==> config.mk <==
export PLATFORM = sky130hd
export DESIGN_NAME = uart_lcd_framer
export DESIGN_NICKNAME = d
export VERILOG_FILES = /design/src/rtl/uart_lcd_framer_pkg.sv /design/src/rtl/uart_lcd_framer_classify.sv /design/src/rtl/uart_lcd_framer.sv
export SDC_FILE = /design/constraint.sdc
export NUM_CORES = 1
export LEC_CHECK = 0
export ABC_AREA = 0
export ABC_CLOCK_PERIOD_IN_PS = 1400
export BUFFER_PORTS_ARGS = -buffer_cell sky130_fd_sc_hd__buf_2
export CORE_ASPECT_RATIO = 0.9
export CORE_MARGIN = 2
export CORE_UTILIZATION = 49
export CTS_BUF_LIST = sky130_fd_sc_hd__clkbuf_16
export CTS_CLUSTER_SIZE = 8
export DETAILED_ROUTE_END_ITERATION = 12
export PLACE_DENSITY_LB_ADDON = 0.05
export SLEW_MARGIN = 20
export SYNTH_ARGS = -nofsm -noshare
export SYNTH_HDL_FRONTEND = slang
export SYNTH_SLANG_ARGS = --single-unit
export TNS_END_PERCENT = 100
==> constraint.sdc <==
create_clock -name clk -period 1.4 [get_ports clk]
set_input_delay 0.14 -clock clk [delete_from_list [all_inputs] [get_ports clk]]
set_output_delay 0.14 -clock clk [all_outputs]
set_load 0.01 [all_outputs]
==> src/rtl/uart_lcd_framer_pkg.sv <==
`default_nettype none
// ============================================================================
//  Module      : uart_lcd_framer_pkg
//  Description : Shared types and constants for the UART-to-LCD byte framer:
//                FSM state encoding, byte classes, the {rs, data} LCD
//                transaction struct, ASCII control codes and HD44780 commands.
//  Revision    : 1.0 - initial release
// ============================================================================
package uart_lcd_framer_pkg;

    // Framer FSM states
    typedef logic [1:0] state_t;
    localparam state_t S_NORM = 2'd0;   // classify incoming bytes
    localparam state_t S_ESC  = 2'd1;   // next byte is a raw command
    localparam state_t S_WRAP = 2'd2;   // line-wrap command pending, input stalled

    // Result of decoding one received byte in normal mode
    typedef enum logic [2:0] {
        CL_PRINT = 3'd0,
        CL_CR    = 3'd1,
        CL_LF    = 3'd2,
        CL_FF    = 3'd3,
        CL_ESC   = 3'd4,
        CL_DROP  = 3'd5
    } char_class_t;

    // One LCD FIFO entry: rs=1 writes character data, rs=0 issues a command
    typedef struct packed {
        logic       rs;
        logic [7:0] data;
    } lcd_txn_t;

    localparam logic [7:0] CHAR_CR    = 8'h0D;
    localparam logic [7:0] CHAR_LF    = 8'h0A;
    localparam logic [7:0] CHAR_FF    = 8'h0C;
    localparam logic [7:0] PRINT_LO   = 8'h20;
    localparam logic [7:0] PRINT_HI   = 8'h7E;

    localparam logic [7:0] LINE0_ADDR = 8'h80;
    localparam logic [7:0] LINE1_ADDR = 8'hC0;
    localparam logic [7:0] CLEAR_CMD  = 8'h01;

    // Set-DDRAM-address command for the start of the given display line
    function automatic logic [7:0] line_addr(input logic row);
        return row ? LINE1_ADDR : LINE0_ADDR;
    endfunction

endpackage
`default_nettype wire

==> src/rtl/uart_lcd_framer_classify.sv <==
`default_nettype none
// ============================================================================
//  Module      : lcd_char_classify
//  Description : Combinational decode of one received byte into its class
//                and the LCD transaction it would produce in normal mode,
//                given the current cursor row.
//  Revision    : 1.0 - initial release
// ============================================================================
module lcd_char_classify
    import uart_lcd_framer_pkg::*;
#(
    parameter logic [7:0] ESC_CHAR = 8'h1B
) (
    input  logic [7:0]  i_data,
    input  logic        i_row,
    output char_class_t o_class,
    output lcd_txn_t    o_txn
);

    // Escape prefix takes priority so a printable ESC_CHAR still acts as prefix
    always_comb begin
        o_class = CL_DROP;
        o_txn   = '0;
        if (i_data == ESC_CHAR) begin
            o_class = CL_ESC;
        end else if (i_data >= PRINT_LO && i_data <= PRINT_HI) begin
            o_class = CL_PRINT;
            o_txn   = '{rs: 1'b1, data: i_data};
        end else if (i_data == CHAR_CR) begin
            o_class = CL_CR;
            o_txn   = '{rs: 1'b0, data: line_addr(i_row)};
        end else if (i_data == CHAR_LF) begin
            o_class = CL_LF;
            o_txn   = '{rs: 1'b0, data: line_addr(!i_row)};
        end else if (i_data == CHAR_FF) begin
            o_class = CL_FF;
            o_txn   = '{rs: 1'b0, data: CLEAR_CMD};
        end
    end

endmodule
`default_nettype wire

==> src/rtl/uart_lcd_framer.sv <==
`default_nettype none
// ============================================================================
//  Module      : uart_lcd_framer
//  Description : Frames UART RX bytes into 9-bit {rs, data} HD44780
//                transactions for the LCD FIFO, tracks the cursor on a
//                2-line display and maps CR/LF/FF/escape to commands.
//                Define UART_LCD_FRAMER_AUTOWRAP_EN to emit a set-DDRAM
//                command whenever a character fills the last column.
//  Revision    : 1.0 - initial release
// ============================================================================
module uart_lcd_framer
    import uart_lcd_framer_pkg::*;
#(
    parameter int         COLS     = 16,
    parameter logic [7:0] ESC_CHAR = 8'h1B
) (
    input  logic                    clk,
    input  logic                    rst,
    input  logic                    in_valid,
    output logic                    in_ready,
    input  logic [7:0]              in_data,
    output logic                    out_valid,
    input  logic                    out_ready,
    output logic [8:0]              out_txn,
    output logic                    cur_row,
    output logic [$clog2(COLS)-1:0] cur_col,
    output logic                    err_pulse
);

    localparam int              CW         = $clog2(COLS);
    localparam logic [CW-1:0]   c_COL_LAST = CW'(COLS - 1);

    state_t          r_state;
    lcd_txn_t        r_out_txn;
    logic            r_out_valid;
    logic            r_row;
    logic [CW-1:0]   r_col;
    logic            r_err;
`ifdef UART_LCD_FRAMER_AUTOWRAP_EN
    logic            r_wrap_loaded;   // wrap command has replaced the character
`endif

    char_class_t     w_class;
    lcd_txn_t        w_txn;
    logic            w_accept;
    logic            w_xfer;
    logic            w_col_last;

    lcd_char_classify #(
        .ESC_CHAR (ESC_CHAR)
    ) u_classify (
        .i_data  (in_data),
        .i_row   (r_row),
        .o_class (w_class),
        .o_txn   (w_txn)
    );

    assign w_xfer     = r_out_valid && out_ready;
    assign in_ready   = (!r_out_valid || out_ready) && (r_state != S_WRAP);
    assign w_accept   = in_valid && in_ready;
    assign w_col_last = (r_col == c_COL_LAST);

    assign out_valid  = r_out_valid;
    assign out_txn    = r_out_txn;
    assign cur_row    = r_row;
    assign cur_col    = r_col;
    assign err_pulse  = r_err;

    // Output register, cursor tracking and mode FSM; a new load overrides the
    // valid-clear from a same-cycle transfer.
    always_ff @(posedge clk) begin
        if (rst) begin
            r_state       <= S_NORM;
            r_out_valid   <= 1'b0;
            r_out_txn     <= '0;
            r_row         <= 1'b0;
            r_col         <= '0;
            r_err         <= 1'b0;
`ifdef UART_LCD_FRAMER_AUTOWRAP_EN
            r_wrap_loaded <= 1'b0;
`endif
        end else begin
            r_err <= 1'b0;
            if (w_xfer) begin
                r_out_valid <= 1'b0;
            end
            case (r_state)
                S_NORM: begin
                    if (w_accept) begin
                        case (w_class)
                            CL_ESC:  r_state <= S_ESC;
                            CL_DROP: r_err   <= 1'b1;
                            default: begin
                                r_out_valid <= 1'b1;
                                r_out_txn   <= w_txn;
                                if (w_class == CL_PRINT) begin
                                    if (w_col_last) begin
                                        r_col <= '0;
                                        r_row <= !r_row;
`ifdef UART_LCD_FRAMER_AUTOWRAP_EN
                                        r_state       <= S_WRAP;
                                        r_wrap_loaded <= 1'b0;
`endif
                                    end else begin
                                        r_col <= r_col + CW'(1);
                                    end
                                end else begin
                                    r_col <= '0;
                                    if (w_class == CL_LF) begin
                                        r_row <= !r_row;
                                    end else if (w_class == CL_FF) begin
                                        r_row <= 1'b0;
                                    end
                                end
                            end
                        endcase
                    end
                end
                S_ESC: begin
                    if (w_accept) begin
                        r_out_valid <= 1'b1;
                        r_out_txn   <= '{rs: 1'b0, data: in_data};
                        r_state     <= S_NORM;
                    end
                end
                S_WRAP: begin
`ifdef UART_LCD_FRAMER_AUTOWRAP_EN
                    // The output register always holds either the wrapping
                    // character or the wrap command while in this state.
                    if (out_ready) begin
                        if (!r_wrap_loaded) begin
                            r_out_valid   <= 1'b1;
                            r_out_txn     <= '{rs: 1'b0, data: line_addr(r_row)};
                            r_wrap_loaded <= 1'b1;
                        end else begin
                            r_state <= S_NORM;
                        end
                    end
`else
                    r_state <= S_NORM;
`endif
                end
                default: r_state <= S_NORM;
            endcase
        end
    end

endmodule
`default_nettype wire

* Yosys cells after proc, flatten, opt, wreduce, memory -nomap -nowiden
Index checks and enable logic that the tools add are counted.
** Cells by class
- Add/sub/neg operators :: 1
- Order comparisons :: 2
- Bitwise operators :: 3
- Reductions and logical operators :: 17
- Muxes and demuxes :: 32
- Equal/unequal tests :: 16
** Operators with widths (number)
- 9-bit two-way mux :: 7
- 8-bit by 4-bit == test with 1-bit output, second input constant :: 3
- 9-bit case mux with 2 select lines :: 1
- 3-bit two-way mux :: 5
- 7-bit two-way mux :: 2
- 1-bit two-way mux :: 10
- 2-bit != test, second input constant :: 5
- 8-bit by 5-bit == test with 1-bit output, second input constant :: 1
- 8-bit by 6-bit >= comparator with 1-bit output, second input constant :: 1
- 8-bit by 7-bit <= comparator with 1-bit output, second input constant :: 1
- 4-bit two-way mux :: 2
- 3-bit by 2-bit == test with 1-bit output, second input constant :: 2
- 3-bit == test, second input constant :: 2
- 2-bit two-way mux :: 3
- 3-bit AND reduction :: 2
- 5-bit AND reduction :: 1
- 4-bit by 1-bit adder with 4-bit output, second input constant :: 1
- 4-bit == test, second input constant :: 1
- 1-bit logical AND :: 4
- 2-bit case mux with 2 select lines :: 1
- 4-bit AND reduction :: 1
- 3-bit logical NOT :: 1
- 1-bit NOT :: 3
- 3-bit nonzero test :: 1
- other kinds (9) :: 10
** Storage, ports and cells
- Logic and storage cells :: 78
- Register bits after elaboration :: 18
- Bits of input ports :: 12
- Output and inout bits :: 17

* Longest topological paths before layout
Gate-level depths: netlist of run 1.
- Depth in word-level cells :: 11
- Mapped depth :: 6

* By module
A second synthesis of run 1 with hierarchy kept.
** Unflattened totals
- Cells, all modules :: 121
- Area total of the unflattened synthesis :: 1043.5 µm²
** Modules (own cells, without submodules)
- uart_lcd_framer :: area an instance 809.5 µm², cells each 88, sequential area each 340.3 µm², times used 1
- lcd_char_classify :: area an instance 234.0 µm², cells each 33, sequential area each 0.0 µm², times used 1

* Worst setup path after synthesis of run 1
Ideal clock, no wire load.
- Path kind :: reg-to-reg
- From :: register r_out_valid (netlist: out_valid)
- To :: register r_out_txn (netlist bit out_txn[0])
- Stages on the path, launching flop included :: 6
- Path slack :: 71 ps
- Clock period less this slack :: 1329 ps
- Data required time :: 1269 ps
- Arrival :: 1199 ps
- Buffers on the path :: 0
- Cell sequence :: dfxtp_1 -> nand2b_1 -> nand2_1 -> a21o_2 -> nor3_1 -> nor3_1
** Between the ends
- Longest elaborated chain between the ends :: 6
- Elaborated cells on any way between the ends :: 7
- Classes of those cells :: 2 x eq/ne; 5 x reduce/logical
** Ends and longest elaborated chain
- from (decl) :: line uart_lcd_framer.sv:35 : logic r_out_valid;
- from (signal assigned) :: line uart_lcd_framer.sv:74 : r_out_valid <= 1'b0;
- from (signal assigned) :: line uart_lcd_framer.sv:85 : r_out_valid <= 1'b0;
- from (signal assigned) :: line uart_lcd_framer.sv:94 : r_out_valid <= 1'b1;
- 1-bit logical NOT (*) :: line uart_lcd_framer.sv:59 : assign in_ready = (!r_out_valid || out_ready) && (r_state != S_WRAP);
- 1-bit logical OR (*) :: line uart_lcd_framer.sv:59
- 1-bit logical AND (*) :: line uart_lcd_framer.sv:59
- via in_ready :: line uart_lcd_framer.sv:20 : output logic in_ready,
- 1-bit logical AND (*) :: line uart_lcd_framer.sv:60 : assign w_accept = in_valid && in_ready;
- 2-bit != test (no source line)
- 4-bit AND reduction (no source line) (*)
- to (signal assigned) :: line uart_lcd_framer.sv:95 : r_out_txn <= w_txn;
- to (signal assigned) :: line uart_lcd_framer.sv:122 : r_out_txn <= '{rs: 1'b0, data: in_data};
- to (decl) :: line uart_lcd_framer.sv:34 : lcd_txn_t r_out_txn;
The timed path passes the listed nets; every way through them passes the cells marked *.
A chain may end at the register's enable or synchronous reset.

* Worst setup path after layout of run 1
- From :: register r_state[0]
- To :: register r_col[1] (netlist: cur_col[1])
** Between the ends
- Longest elaborated chain between the ends :: 4
- Elaborated cells on any way between the ends :: 5
- Classes of those cells :: 1 x eq/ne; 4 x reduce/logical
** Ends and longest elaborated chain
- from (decl) :: line uart_lcd_framer.sv:33 : state_t r_state;
- from (signal assigned) :: line uart_lcd_framer.sv:73 : r_state <= S_NORM;
- from (signal assigned) :: line uart_lcd_framer.sv:91 : CL_ESC: r_state <= S_ESC;
- from (signal assigned) :: line uart_lcd_framer.sv:123 : r_state <= S_NORM;
- 2-bit != test :: line uart_lcd_framer.sv:59
- 1-bit logical AND :: line uart_lcd_framer.sv:59
- 1-bit logical AND :: line uart_lcd_framer.sv:60
- 3-bit AND reduction (no source line) (*)
- to (signal assigned) :: line uart_lcd_framer.sv:105 : r_col <= r_col + CW'(1);
- to (decl) :: line uart_lcd_framer.sv:37 : logic [CW-1:0] r_col;
Mark *: on every way between the ends. The rest lies on a longest branch, timed or not.

==> results of run 1 <==
## per-stage QoR
step	setup slack [ns]	cell area, µm²	hold slack [ns]
4_1_cts	0.00288	1240	0.144
3_5_place_dp	-0.0776	1160	0.398
5_1_grt	-0.0823	1320	0.176
6_report	0.0327	1320	0.170
2_1_floorplan	0.0706	932	0.255
3_3_place_gp	-0.0402	1160	0.387
## placed cells by master, fill, tap and decap left out, types with 2 or more instances in the layout
cell type   n
a2bb2oi_1   2
a31oi_1     2
inv_1       2
a22oi_1     5
nand2b_1    2
dfxtp_1    16
o21ai_0     2
nor4b_2     2
nor2_2      3
buf_2      28
nand3_1     2
nor2_1     13
clkbuf_16   3
nor3_1      2
o21bai_1    3
buf_4      10
nor2b_1     4
nor3b_1     3
a21oi_2     2
nand2_1     5
a21oi_1     6
## power by group through the flow
stage	Sequential (W)	Clock [W]	Combinational (W)
CTS	0.000517	0.000560	0.000209
global placement	0.000525	0	0.000203
floorplan	0.000537	0	0.000110
finish	0.000516	0.000559	0.000232
global route	0.000517	0.000575	0.000256
detailed placement	0.000527	0	0.000209
## flip-flops by register name, summed over array words and instances (netlist names)
signal	flops
out_valid	1
r_state	1
cur_row	1
cur_col	4
err_pulse	1
out_txn	9
## worst max-delay path, delay by kind of cell (launching register included)
family	cells	cell delay, ns
DFF	1	0.36
buffers and inverters	1	0.12
and+or+nand+nor	2	0.33
AOI/OAI and AO/OA	2	0.43
## layer usage
metal	up-vias	track usage (%)
met1	450	31.3
met2	41	39.5
li1	477	-
met5	-	0
met4	0	6.67
met3	2	4.93
## Yosys cell counts (2+ instances only)
cell and count:
nand2_1 6, a21oi_1 7, nand2b_1 2, nor4b_1 3, a31oi_1 2, nor2_1 16, dfxtp_1 17, a2bb2oi_1 2
nor3_1 2, o21bai_1 3, o21ai_0 3, nor3b_1 3, nand3_1 2, nor2b_1 4, buf_2 2, a22oi_1 6
## worst max path at each step
stage | to | slack (ns) | cells past startpoint | from
2_1_floorplan | out_txn[0] | 0.07 | 5 | out_valid
4_1_cts | cur_row | 0.003 | 5 | out_valid
6_report | cur_col[1] | 0.03 | 5 | r_state[0]
3_3_place_gp | out_txn[7] | -0.04 | 6 | in_data[6]
3_5_place_dp | cur_row | -0.08 | 6 | in_data[6]
5_1_grt | cur_col[3] | -0.08 | 5 | r_state[0]
## cell families (layout without fill, tap and decap cells)
| group | count (synthesis) | after routing | synth area share, % |
|---|---|---|---|
| AND/OR/NAND/NOR | 45 | 45 | 27.8 |
| AO/OA/AOI/OAI | 36 | 36 | 30.3 |
| flip-flops | 17 | 17 | 36.5 |
| buffers and inverters | 6 | 45 | 3.09 |
| adder cells (fa/ha/maj) | 1 | 1 | 1.34 |
| XOR/XNOR | 1 | 1 | 0.940 |
## layout make-up
class                           count  share of cell area (%)
Clock inverter                      1                   0.284
Tap cell                           24                    2.27
Inverter                            1                   0.284
Sequential cell                    17                    26.0
Timing Repair Buffer               40                    18.7
Clock buffer                        3                    5.68
Multi-Input combinational cell     83                    46.8
## what timing repair did
item | CTS | global route
setup buffers | 0 | 2
resized for setup | 0 | 16
endpoints found under the setup margin | 0 | 15
==> summary by stage, run 1 <==
Detailed routing
The total met3 wirelength after detailed routing is 187 µm. The routed wire length is approximately 2500 µm. In this run, the number of DRC markers left after iteration 0 of detailed routing was 30.

The routed metal-1 wire length is ~1100 µm. The number of iterations in the first detailed-routing pass is 4. The wire length on met2 is around 1200 µm.

The remaining design rule violation count is 0. After detailed routing, the number of vias per cell comes to roughly 5.7. The average wire per cell in the routed design is 14.9 µm. The routed layout has 970 vias. The uppermost signal routing layer after detailed routing is met4.

The remaining antenna violation count after routing is 0.

Yosys
In this run, distinct cell masters in the synthesized netlist total 42. The number of flops mapped to enable cells by yosys is 0. The number of nets handed over by synthesis was between 100 and 150. The share of flip-flops with an asynchronous set or reset is 0%. The number of storage elements in the synthesis netlist is 17. The most common flop cell mapped by yosys is dfxtp_1.

The cell area after synthesis is slightly above 900 µm². Yosys attributes the largest share of cell area to dfxtp_1 (37%), nor2_1 (6.4%), a22oi_1 (4.8%). The number of cells produced by synthesis is between 100 and 150. The sequential element share of the synthesized area is a little over a third. The synthesis warning total is 0.

The cell taking the most area after synthesis is dfxtp_1. The average size of a mapped cell is ~8.8 µm². Of the post-synthesis cell area, the dominant cell type holds approximately 37%.

Global route
The sum of overflow across all layers after global routing is 0. The pin count of the biggest net entering global routing is 19. In the global route stage, overall resource usage came out at between 20% and 30%. The initial antenna violation count came to 0. The number of global-route vias before repair is about 860. The wire length of the first global-routing pass is about 3900 µm.

STA
The maximum clock rate is 731 MHz. The total setup violations reported at the end of the flow is 0. Setup repair after global routing could not meet its margin everywhere. Setup total negative slack on the finished layout was measured at 0 ns. Of the available clock period, the critical path in the final layout requires 97.7%. Measured against its own limit, the worst slew margin works out to between 70% and 80%.

For the pin with the worst max-slew slack, the measured transition is ~0.37 ns. The number of endpoints with negative hold slack in the final report is 0. The max-slew violation count is 0.

The clock arrives with 0.00265 ns of skew. The shortest period the worst path allows is 1.37 ns.

Layout
Registers take approximately 340 µm². The fraction of layout cells with a size suffix above 1 is between 40 and 50%. The net count of the finished layout is between 150 and 200. The fill cell instance count of the final layout is 131. Compared with the post-synthesis result, the final layout area differs by 41.7%. The number of cells in the finished layout apart from fillers is ~170. The combined area of the multi-input logic cells is 618 µm². At the end of the flow the core is filled with cells to approximately three quarters. The count of antenna diodes in the layout is 0.

Min path
The worst hold path passes through 2 cells. The worst hold path startpoint is in_valid. The worst hold path endpoint is out_txn[7].

The worst hold-check path type is in2reg.

Critical path
The cell with the biggest individual delay on the critical path is dfxtp_4. The worst setup slack for register-to-register paths is between 0.03 and 0.04 ns. STA puts the critical path data arrival time at 1.49 ns. For this run, the slowest stage of the critical path takes about 0.36 ns. The maximum fanout count along the critical path is 5. The worst flop-to-flop path endpoint is cur_col[1]. The required time of the worst setup path is around 1.5 ns. For the worst flop-to-flop path, the logic depth is 5. The critical path goes through buf_6 -> nand3b_1 -> a21o_1 -> a22oi_2 -> nor2_1. The worst setup path is launched from a register. The critical path in this run is classified as reg2reg.

The capturing element type of the critical path is a register. The worst register-to-register path begins at r_state[0].

Floorplanning
For this configuration, the core starts out at a cell density of 53.8%. The floorplan step set the die height to ~45 µm. The die footprint is ~0.0023 mm².

The floorplan step set the die width to roughly 50 µm. The area of the core region is ~0.0017 mm². The initialized floorplan defines 14 standard-cell rows. The top-level I/O count is 29.

Pwr
The share of total power dissipated in the clock network is between 40% and 50%. The share of total power in combinational logic is ~18%. The total power is ~0.0013 W. Of the total power, the share spent switching nets is approximately 25%. The design internal power is slightly below 0.001 W. The register share of total power is 39.5%.

The total power per unit cell area is about 1000 mW/mm². The switching power is around 0.00032 W. The worst vdd rail ir drop is 0.771 mV. The static leakage is between 0.5 and 0.6 nW.

CTS
In this run the number of H-tree levels came out at 1. The number of clock buffers inserted by TritonCTS is 3. The number of buffers on the longest clock path is 2. The sink count of the clock tree is 17. The TritonCTS clock tree is built. The clock input transition at the sequential cells of the worst setup and hold paths is roughly 0.05 ns.

The count of hold-fix buffers inserted at cts is 0. The clock latency on the worst-skew pair is around 0.25 ns. The master cell of the clock root buffer is clkbuf_16.

Place
Counting tap cells, the placed design contains a total of between 150 and 200 instances. Port buffering added 28 buffers. The placed wire-length estimate is approximately 1900 µm. The routability congestion estimate from global placement is approximately 0.86.

Run status
The flow ran to the end, and the final reports show no timing, DRC or antenna violations.

Job
Max-cap violations in this run came to 0.
No activity file was read; power rests on OpenSTA's default activity.
==> run 2: changes to the inputs <==
Settings changed: CORE_UTILIZATION 49 to 43.
==> summary by stage, run 2 (synthesized netlist as in run 1, its figures left out) <==
Pwr
The analysis attributes to cell leakage a power of a little under 0.6 nW. Of the total power, the clock network draws around 43%. For this design the total switching power over the nets is about 0.00033 W. IR analysis of the VDD net gives a maximum drop of approximately 0.85 mV. The share of total power in combinational logic is a little under a fifth. The total power per unit cell area is slightly below 1000 mW/mm². Internal power comes to approximately 0.001 W. Sequential cells burn roughly 39% of the power. The switching portion of total power is between 20% and 30%.

Critical path
STA classifies the critical path startpoint as a register. The capturing element type of the critical path is a register. The data arrival at the endpoint of the critical path is around 1.5 ns.

Along the worst path, the maximum fanout reaches 6. The required time of the worst setup path is 1.56 ns. The worst setup path is of the reg2reg kind. The number of cell instances on the worst register-to-register path is 5.

CTS
Clock-pin slew was measured on the worst setup and hold paths at approximately 0.05 ns. CTS built an H-tree with a depth of 1. The clock passes through at most 2 buffers. The cell sitting at the root of the clock tree is a clkbuf_16. The count of hold-fix buffers inserted at cts is 0.

The TritonCTS clock tree is built. The clock latency on the worst-skew pair is approximately 0.25 ns. Clock tree synthesis inserted a total of 3 buffers.

The sink count of the clock tree is 17.

Place
At the end of routability-driven placement, the weighted congestion stood at between 0.8 and 0.9. After detailed placement, the total cell area comes to around 0.0012 mm². The port buffer count is 28. Prior to clock tree synthesis, the placed netlist has a worst setup slack of -0.0483 ns. The wire-length estimate of the detail-placed layout is ~1800 µm. In this run, placement finished with an instance count of between 150 and 200.

STA
The number of endpoints with negative hold slack in the final report came to 0. Setup slack closes at 0.0547 ns. Setup violations remaining at the end of the flow were counted as 0. The maximum clock rate is 743 MHz. Clock skew on the completed layout was measured at approximately 0.0014 ns. Dividing the final minimum period by the clock period gives 96.1%. The max-slew violation count is 0. Setup repair after global routing could not meet its margin everywhere.

The shortest period the worst path allows is roughly 1.3 ns. The slew of the pin with the lowest slew margin is around 0.35 ns. In this run the tightest slew margin relative to its limit is 76.4%.

Global route
The wire length of the first global-routing pass is 3840 µm. The initial antenna violation count is 0. The sum of overflow across all layers after global routing is 0. The pin count of the biggest net entering global routing is 19.

The number of global-route vias before repair is 860. Across every metal layer, demand over resource in global routing totals a little over a fifth.

Layout
The combined area of the multi-input logic cells is 624 µm². In the layout the commonest cells are buf_2 (28), buf_4 (19), dfxtp_1 (15). The net count of the finished layout is between 150 and 200. The number of flip-flops under the largest register name is 9. The count of antenna diodes in the layout is 0. The library cell used most frequently in the layout, excluding fill and tap cells, is buf_2.

The final cell area excluding filler cells is 0.00137 mm². Of the cells placed in the final design, the portion with a size suffix greater than 1 is a little under half. The area of all sequential standard cells is roughly 340 µm².

The post-synthesis to final-layout area growth is 46.4%. The number of cells in the finished layout apart from fillers is ~180. The layout has roughly 170 filler cells.

Floorplanning
The height of the chip is slightly below 50 µm. The core region is 0.00199 mm². The floorplan step set the die width to 53.1 µm.

The top-level I/O count is 29. Once the floorplan was initialized, standard cells occupied 46.9% of the core. The floorplan has 15 rows.

The die footprint is roughly 0.0026 mm².

Detailed routing
In this run the remaining antenna-violating nets after routing total 0. Dividing the detail-routed via count by the number of cells gives around 5.4. The DRC marker count from the first detailed-route iteration is 49. In the final routed layout, each cell accounts on average for about 14 µm. The number of iterations in the first detailed-routing pass is 4. In the routed design, unresolved DRC markers number 0. The routed wire length is between 2000 and 2500 µm. The total number of vias is 953.

Min path
The worst hold path belongs to the class in2reg. Along the worst hold path, the cell count comes to 2.

Job
The number of max-cap violations is 0.

Run status
The flow ran to the end, and the final reports show no timing, DRC or antenna violations.
run 2: per-layer routing:
layer  GRT usage, %  wire, µm
met3           5.21       165
met4           9.23        21
met2           34.5      1090
met5              0         0
met1           27.8      1120
run 2: cell type report:
| cell class | count | share of cell area, % |
|---|---|---|
| Clock buffer | 3 | 5.50 |
| Tap cell | 25 | 2.29 |
| Inverter | 1 | 0.275 |
| Sequential cell | 17 | 25.1 |
| Timing Repair Buffer | 47 | 20.7 |
| Multi-Input combinational cell | 83 | 45.7 |
| Clock inverter | 1 | 0.367 |
run 2: repair_timing:
action / CTS / global route
gates resized for setup: 0 / 15
buffers inserted: 0 / 1
endpoints found under the setup margin: 0 / 13
run 2: critical path, cell delays in order (launching register included):
cell	delay, ns
dfxtp_2	0.33
buf_4	0.15
nand3b_1	0.26
nor2_2	0.18
a31oi_1	0.10
a311oi_1	0.23
run 2: power groups by stage:
stage | sequential, W | clock [W] | combinational, W
final | 0.000518 | 0.000571 | 0.000240
after global routing | 0.000520 | 0.000596 | 0.000262
after CTS | 0.000516 | 0.000581 | 0.000224
after detailed placement | 0.000526 | 0 | 0.000221
after global placement | 0.000526 | 0 | 0.000220
after floorplan | 0.000537 | 0 | 0.000110
run 2: stage by stage:
step	total power [W]	setup TNS, ns	hold WS (ns)	util [%]
floorplan	0.000647	0	0.255	-
detailed placement	0.000748	-0.0815	0.398	61.0
finish	0.00133	0	0.159	68.6
global placement	0.000746	-0.0643	0.397	61.0
global route	0.00138	-0.0105	0.173	68.6
CTS	0.00132	0	0.145	65.0
run 2: path summary, 6_finish.rpt:
path | slack (ns) | end | from
worst max-delay path | 0.05 | cur_col[3] | r_state[0]
worst min-delay path | 0.16 | out_txn[7] | in_valid
worst max register to register | 0.05 | cur_col[3] | r_state[0]
worst min register to register | 0.49 | out_txn[5] | out_txn[5]
==> run 3: changes to the inputs <==
--- a/config.mk
+++ b/config.mk
@@ -16,3 +16,3 @@
 export DETAILED_ROUTE_END_ITERATION = 12
-export PLACE_DENSITY_LB_ADDON = 0.05
+export PLACE_DENSITY = 0.78
 export SLEW_MARGIN = 20
==> constraint.sdc (replaced) <==
create_clock -name clk -period 1.4 [get_ports clk]
set_input_delay 0.28 -clock clk [delete_from_list [all_inputs] [get_ports clk]]
set_output_delay 0.28 -clock clk [all_outputs]
set_load 0.01 [all_outputs]
==> summary by stage, run 3 (synthesized netlist as in run 1, its figures left out) <==
Detailed routing
The routed wire length is around 2700 µm. Dividing the detail-routed wire length by the instance count gives about 15 µm. The via count normalized by instance count is approximately 5.4.

For this block, the initial DRC count from the detailed router was 21. The number of iterations in the first detailed-routing pass is 4. In the routed design, unresolved DRC markers number 0. Once detail routing completed, the nets flagged for antenna violations numbered 0. The final route contains ~970 vias.

Layout
The net count of the finished layout is 168. The commonest non-fill, non-tap cell in the layout is buf_2. Of the cells placed in the final design, the portion with a size suffix greater than 1 is 48.1%.

The repair_antennas step left the layout with diodes totalling 0. The register with the most flip-flops in the layout has 9 of them. After filler insertion, the fill cell instance count of the layout stands at about 180. In the layout the commonest cells are buf_2 (28), buf_4 (20), dfxtp_1 (15). From synthesis to final layout, the design area changed by 47.8%.

Global route
The sum of overflow across all layers after global routing is 0. The initial antenna violation count is 0. The global-route usage over all layers is 21.5%. The fraction of met3 tracks used by global routing is just over 7%. The peak-usage layer in the global routing report is met2. The global routing usage on met1 is 25.2%. The pin count of the biggest net entering global routing is 19. The fraction of met2 tracks used by global routing is between 30 and 40%. The number of global-route vias before repair is roughly 940. The first global-routing pass estimated 3950 µm of wire.

Floorplanning
The overall die width is between 50 and 60 µm. From bottom edge to top edge, the die measures 48.2 µm. Once the floorplan was initialized, standard cells occupied 46.9% of the core. The area of the core region is between 0.0015 and 0.002 mm².

The top-level I/O count is 29. The site row count is 15. The floorplan step defined a die boundary enclosing 0.00256 mm².

STA
The total setup violations reported at the end of the flow is 0. The number of endpoints with negative hold slack in the final report was 0. For this run, the top clock speed supported by timing is about 730 MHz.

For the pin with the worst max-slew slack, the measured transition is about 0.41 ns. The worst pin sits at a relative slew slack of between 70% and 80%. The final setup TNS is 0 ns. The worst-case clock skew is ~0.0024 ns. The shortest period the worst path allows is 1.37 ns. In the finished design, the share of the clock period the worst path needs comes to slightly below 100%.

The max-slew violation count was 0. Setup repair after global routing could not meet its margin everywhere.

CTS
The number of clock buffers inserted by TritonCTS is 3. CTS built an H-tree with a depth of 1. The clock input transition at the sequential cells of the worst setup and hold paths is 0.05 ns. TritonCTS built the clock tree.

The master cell of the clock root buffer is clkbuf_16. The clock reaches the later pin of the worst-skew pair after between 0.2 and 0.3 ns. Counting every sink on the clock net gives 17. Buffers inserted to repair hold after CTS numbered 0. In this run the deepest clock path goes through 2 buffers.

Critical path
Walking the worst path, the cells encountered are buf_6 -> nand3b_1 -> nor2_2 -> a31oi_1 -> a311oi_1. The element type at the critical path start is a register. The required time of the worst setup path is around 1.6 ns. The setup path with the least slack is of type reg2reg. On the critical path, the stage with the largest delay is an instance of dfxtp_4. The capturing element type of the critical path is a register. In this design, the stage delay of the slowest critical-path cell is 0.36 ns.

The data arrival at the endpoint of the critical path is approximately 1.5 ns. In this run the worst path has a maximum fanout of 5.

Run status
The run finished with clean final reports.

Min path
In this run the worst hold path is classified as in2reg.

Pwr
The clock network burns about 43% of the power. The share of total power in combinational logic is between 10% and 20%. The total power per unit cell area is between 900 and 1000 mW/mm².

The switching portion of total power is about 25%. The worst-case IR drop observed on VDD is just over 0.8 mV. Summed over all nets, the switching power comes to 0.000324 W.

The design internal power is 0.000996 W. The static leakage is a little over 0.6 nW. The total power is between 0.001 and 0.0015 W. The register share of total power is 39.2%.

Place
Routability-driven placement finished with a final weighted congestion of 0.812. The port buffer count is 28. The placed wire-length estimate is approximately 1900 µm.

Job
The tool flagged a number of max-cap violations equal to 0.
-- run 3: layout make-up --
cell class / instances / area, µm² / share of cell area, %
Sequential cell: 17 / 345 / 25.1
Clock buffer: 3 / 75.1 / 5.45
Multi-Input combinational cell: 83 / 616 / 44.7
Clock inverter: 1 / 5.00 / 0.363
Inverter: 1 / 3.75 / 0.272
Tap cell: 25 / 31.3 / 2.27
Timing Repair Buffer: 49 / 302 / 21.9
-- run 3: per-layer routing --
metal | vias up | part of all wire (%)
met1 | 455 | 47
met4 | 0 | 0.78
met3 | 2 | 5.1
li1 | 492 | -
met5 | - | 0
met2 | 25 | 47
-- run 3: worst max-delay path: cells and delay by family, from the launching register on --
kind                   cells  cell delay (ns)
and+or+nand+nor            2             0.46
DFF                        1             0.36
AOI/OAI and AO/OA          2             0.33
buffers and inverters      1             0.13
-- run 3: path summary, 6_finish.rpt --
kind	startpoint	end	slack, ns	cells past startpoint
setup reg to reg	r_state[0]	cur_col[3]	0.03	5
hold / removal	in_valid	out_txn[7]	0.31	2
setup / recovery	r_state[0]	cur_col[3]	0.03	5
hold reg to reg	out_txn[3]	out_txn[3]	0.50	2
-- run 3: what timing repair did --
| action | CTS | global route |
|---|---|---|
| pin swaps | 1 | 6 |
| resized for setup | 2 | 14 |
| setup buffers | 0 | 1 |
| hold endpoints to repair | 0 | 0 |
| setup endpoints to repair | 1 | 8 |
| gates cloned | 0 | 0 |
-- run 3: metrics by stage --
| stage | instances | hold slack (ns) | utilization [%] | worst slack [ns] | cell area (µm²) |
|---|---|---|---|---|---|
| 2_1_floorplan | 106 | 0.395 | - | 0.0115 | 932 |
| 3_3_place_gp | 174 | 0.488 | 61.8 | -0.171 | 1230 |
| 3_5_place_dp | 174 | 0.485 | 61.8 | -0.196 | 1230 |
| 4_1_cts | 178 | 0.273 | 66.0 | 0.0271 | 1310 |
| 5_1_grt | 179 | 0.312 | 69.2 | -0.0369 | 1380 |
| 6_report | 179 | 0.313 | 69.2 | 0.0345 | 1380 |
-- run 3: power by group through the flow --
stage	registers (W)	clock network, W	logic, W
final	0.000518	0.000560	0.000242
after global placement	0.000526	0	0.000215
after detailed placement	0.000527	0	0.000221
after global routing	0.000519	0.000600	0.000263
after floorplan	0.000537	0	0.000110
after CTS	0.000518	0.000572	0.000223
